**config.mk**
```make
export PLATFORM = sky130hd
export DESIGN_NAME = mult_unit
export DESIGN_NICKNAME = d
export VERILOG_FILES = /design/src/rtl/mult_unit.sv
export SDC_FILE = /design/constraint.sdc
export NUM_CORES = 1
export LEC_CHECK = 0
export ABC_AREA = 1
export BUFFER_PORTS_ARGS = -buffer_cell sky130_fd_sc_hd__buf_2
export CAP_MARGIN = 20
export CORE_UTILIZATION = 35
export CTS_CLUSTER_DIAMETER = 50
export CTS_CLUSTER_SIZE = 40
export DETAILED_ROUTE_END_ITERATION = 10
export GPL_ROUTABILITY_DRIVEN = 1
export SYNTH_ARGS = -nofsm -noshare
export SYNTH_HDL_FRONTEND = slang
export SYNTH_SLANG_ARGS = --single-unit
```
**constraint.sdc**
```tcl
create_clock -name clk_i -period 3.4 [get_ports clk_i]
set_input_delay 0.51 -clock clk_i [delete_from_list [all_inputs] [get_ports clk_i]]
set_output_delay 0.51 -clock clk_i [all_outputs]
set_load 0.1 [all_outputs]
```
**src/rtl/mult_unit.sv**
```systemverilog
// mult_unit: iterative shift-add signed multiplier for the EX stage.
// It stalls the pipeline while busy and pulses done_o when result_o is valid.
module mult_unit #(
   parameter int         WIDTH     = 32,
   parameter logic [3:0] MULT_CODE = 4'b0011
) (
   input  logic             clk_i,
   input  logic             rst_i,
   input  logic             valid_i,
   input  logic [3:0]       ALUCtrl_i,
   input  logic [WIDTH-1:0] src1_i,
   input  logic [WIDTH-1:0] src2_i,
   input  logic             flush_i,
   output logic             stall_o,
   output logic             done_o,
   output logic [WIDTH-1:0] result_o
);
   localparam int CW = $clog2(WIDTH + 1);
   localparam logic [1:0] IDLE = 2'd0, BUSY = 2'd1, DONE = 2'd2;
   logic [1:0]       state;
   logic [CW-1:0]    cnt;
   logic [WIDTH-1:0] mcand, mplier, acc, sum;
   logic             sign, req;
   assign req  = valid_i && ALUCtrl_i == MULT_CODE;
   assign sum  = acc + (mplier[0] ? mcand : '0);
   // gated by rst_i so a pending request cannot raise stall while in reset
   assign stall_o = rst_i && ((state == IDLE && req && !flush_i) || state == BUSY);
   assign done_o  = state == DONE;
   always_ff @(posedge clk_i or negedge rst_i)
      if (!rst_i) begin
         state    <= IDLE;
         cnt      <= '0;
         acc      <= '0;
         mcand    <= '0;
         mplier   <= '0;
         sign     <= 1'b0;
         result_o <= '0;
      end else if (flush_i) begin
         state <= IDLE;
      end else if (state == IDLE) begin
         if (req) begin
            mcand  <= src1_i[WIDTH-1] ? -src1_i : src1_i;
            mplier <= src2_i[WIDTH-1] ? -src2_i : src2_i;
            sign   <= src1_i[WIDTH-1] ^ src2_i[WIDTH-1];
            acc    <= '0;
            cnt    <= CW'(WIDTH);
            state  <= BUSY;
         end
      end else if (state == BUSY) begin
         acc    <= sum;
         mcand  <= mcand << 1;
         mplier <= mplier >> 1;
         cnt    <= cnt - CW'(1);
         if (cnt == CW'(1)) begin
            state    <= DONE;
            result_o <= sign ? -sum : sum;
         end
      end else begin
         state <= IDLE;
      end
endmodule

```
==> summary.md <==
| Metric | Value |
|---|---|
| Post-CTS Hold Fix Bufs | 0 |
| Final setup vio count | 0 |
| TritonCTS Buffers | 17 |
| Final worst setup slack | 0.248 ns |
| Chip Height | 177 um |
| Routed WL | 31.4 mm |
| Most common cell on crit path | nand2_1 |
| Crit path largest cell delay | 0.48 ns |
| GPL Wtd Cong | 0.927 |
| Core Area | 29900 um2 |
| Worst R2R Setup Slack | 0.25 ns |
| Layout cells sized above 1 | 0.125 |
| Hold Worst Slack | -0.00766 ns |
| Slew @ Worst Pin | 0.557 ns |
| CP max FO | 7 |
| Ant diodes | 0 |
| Clock root buffer | clkbuf_16 |
| First-pass GRT wire length | 50.5 mm |
| Status | finished with violations |
| Number of port buffers | 105 |
| Synth Instances | 1662 |
| Filler Cell Count | 3202 |
| DRT iter0 DRCs | 816 |
| Fin crit share | 0.927 |
| Worst r2r path cells | 18 |
| Crit path time final | 3.15 ns |
| Slowest-stage cell, CP | fa_1 |
| Final hold vios | 4 |
| Vias in the first global route | 9898 |
| Worst Path Buf+Inv | 1 |
| Die X | 177 um |
| Max-Cap Viols | 0 |
| Rel. slew slack | 0.626 |
| Routed vias | 10.7k |
| Post-DR wirelength/cell | 14.6 um |
| Initial antenna violation count | 0 |
| Routed Antenna Nets | 0 |
| Top FF cell, synth | dfrtp_1 |
| Worst Path Arrival | 3.48 ns |
| Ys Warns | 0 |
| Commonest non-fill, non-tap cell in the layout | nand2_1 |
| CP Capture Type | register |
| Post-DP HPWL | 24.2 mm |
| Clock Sinks | 137 |
| CP Launch Point | mcand[0]$_DFFE_PN0P_ |
| Setup CP Type | register to register |
| Io pins | 106 |
| Async SR Flop Fraction | 1.00 |
| Syn Nets | 1771 |
| Leakage | 0.00670 uW |
| Cells along the critical path | nand2_1 > inv_1 > ha_1 > fa_1 > nand2_1 > nand2_1 > nand3_2 > nand2_2 > nand2_1 > nand2_1 > nand2_1 > nand2_2 > nor2_1 > nand3_1 > o21ai_4 > nand4_1 > nand3_1 > nand2_1 |
| Grt total ovfl | 0 |
| CTS tree | built |
| Htree depth | 4 |
| Register area share after synthesis | 0.320 |
| Avg Inst Size Synth | 6.44 um2 |
| Total GRT Usage | 0.205 |
| Register bit total from synthesis | 137 |
| Router iterations before antenna repair | 6 |
| Hold Path Class | input pin to asynchronous set/reset pin |
| Clk_lat worst skew | 0.43 ns |
| Bufs on Longest Clock Path | 2 |
| Number of flops mapped to enable cells by yosys | 0 |
| Worst Path Required | 3.73 ns |
| Mapped Area | 10700 um2 |
| Post-synth cell types | 49 |
| Die area | 31300 um2 |
| Unrepaired setup endpoints after global routing | false |
| Placed cells | 2125 |
| Worst Skew | 0.0171 ns |
| Clock-pin slew on the worst setup and hold paths | 0.07 ns |
| DRC Markers | 0 |
| Top delay family on crit path | simple AND/OR/NAND/NOR gates |
| Most frequent cells in the layout | nand2_1, inv_1, nor2_1, dfrtp_1, o21ai_0 |
| Std cell rows | 63 |
| Worst slack at placement | 0.264 ns |
| Vias/cell | 4.97 |
| NumNets Final | 1863 |
| End of the worst register-to-register path | result_o[24]$_DFFE_PN0P_ |
| Starting Density | 0.358 |
| Final Max Slew Viols | 0 |
| Final TNS setup | 0 ns |
| CP Launch Type | register |
| Max Clk Rate | 317 MHz |
| Failing checks | negative hold slack |
| VDD IR max | 0.394 mV |
| Area delta synth->final | 14.6% |
| Worst reg2reg startpoint | mcand[0]$_DFFE_PN0P_ |
| Final Instance Count excl. Fillers | 2157 |
| Largest net degree at the start of global routing | 98 |
| Power per cell area | 960 nW/um2 |
per-layer routing:
layer  GRT usage  wire length [um]  vias to the layer above
li1            -                 -                     5481
met1       0.298             15600                     4889
met2       0.316             13500                      316
met3      0.0333              1890                       32
met4      0.0485               460                        0
met5           0                 0                        -
Yosys cell counts, drive strengths merged, types with 4 or more instances:
master    n  area share
ha       36       0.042
xor2     36       0.029
inv     222       0.078
o221ai    4      0.0033
clkbuf   33       0.012
a31oi     6      0.0035
nand3b    7      0.0049
nor2    159       0.061
nand2   590        0.21
nor3     18      0.0098
o31ai     4      0.0028
o211ai   10      0.0070
o21ai   132       0.063
nand4    15      0.0088
xnor2    19       0.016
nand3   101       0.050
nor4      6      0.0041
a22oi    20       0.014
dfrtp   137        0.32
a21oi    72       0.035
buf      15      0.0074
through the flow:
stage / cell area (um2) / total power (uW) / utilization
after floorplan: 10700 / 8110 / -
after global placement: 11700 / 9760 / 0.391
after detailed placement: 11700 / 9840 / 0.391
after CTS: 12300 / 11800 / 0.411
after global routing: 12300 / 12700 / 0.411
final: 12300 / 11800 / 0.411
registers in the layout, summed over array words and instances (netlist names):
signal,cells
mcand,32
acc,32
mplier,32
sign,1
cnt,6
result_o,32
state,2
kinds of logic after synthesis:
family,share of synthesized area
and+or+nand+nor,0.355
xor gates and xnor gates,0.0457
AOI/OAI and AO/OA,0.138
buffers and inverters,0.0978
adders and majority gates,0.0440
DFF,0.320
worst register-to-register path, stage by stage, from the launching register on:
cell and delay [ns]:
dfrtp_1 0.40, nand2_1 0.09, inv_1 0.04, ha_1 0.24, fa_1 0.48, nand2_1 0.10, nand2_1 0.11, nand3_2 0.12
nand2_2 0.11, nand2_1 0.11, nand2_1 0.13, nand2_1 0.10, nand2_2 0.10, nor2_1 0.15, nand3_1 0.20, o21ai_4 0.29
nand4_1 0.13, nand3_1 0.12, nand2_1 0.06
cell type report:
cell class                      count  area [um2]  area share
Multi-Input combinational cell   1252        6230       0.508
Tap cell                          390         488      0.0398
Clock buffer                       17         425      0.0347
Clock inverter                     15         156      0.0127
Sequential cell                   137        3430       0.279
Inverter                          225         845      0.0688
Timing Repair Buffer              121         692      0.0564
worst max-delay path by stage:
stage                                           to  slack [ns]  cells after the start
after floorplan                            stall_o       0.009                      6
after global placement    result_o[18]$_DFFE_PN0P_        0.27                     17
after detailed placement  result_o[24]$_DFFE_PN0P_        0.26                     18
after CTS                 result_o[24]$_DFFE_PN0P_        0.25                     18
after global routing      result_o[24]$_DFFE_PN0P_       0.007                     18
final                     result_o[24]$_DFFE_PN0P_        0.25                     18
power breakdown:
group	internal (uW)	leakage (uW)	total, uW	switching [uW]
Combinational	1970	0.00470	7020	5050
Clock	1040	0.000283	1900	859
Sequential	2350	0.00172	2860	509
what timing repair did:
action / 4_1_cts / 5_1_grt
setup endpoints to repair: 0 / 2
gates resized for setup: 0 / 1
buffers inserted: 0 / 0
Power figures use the tool's default switching activity.
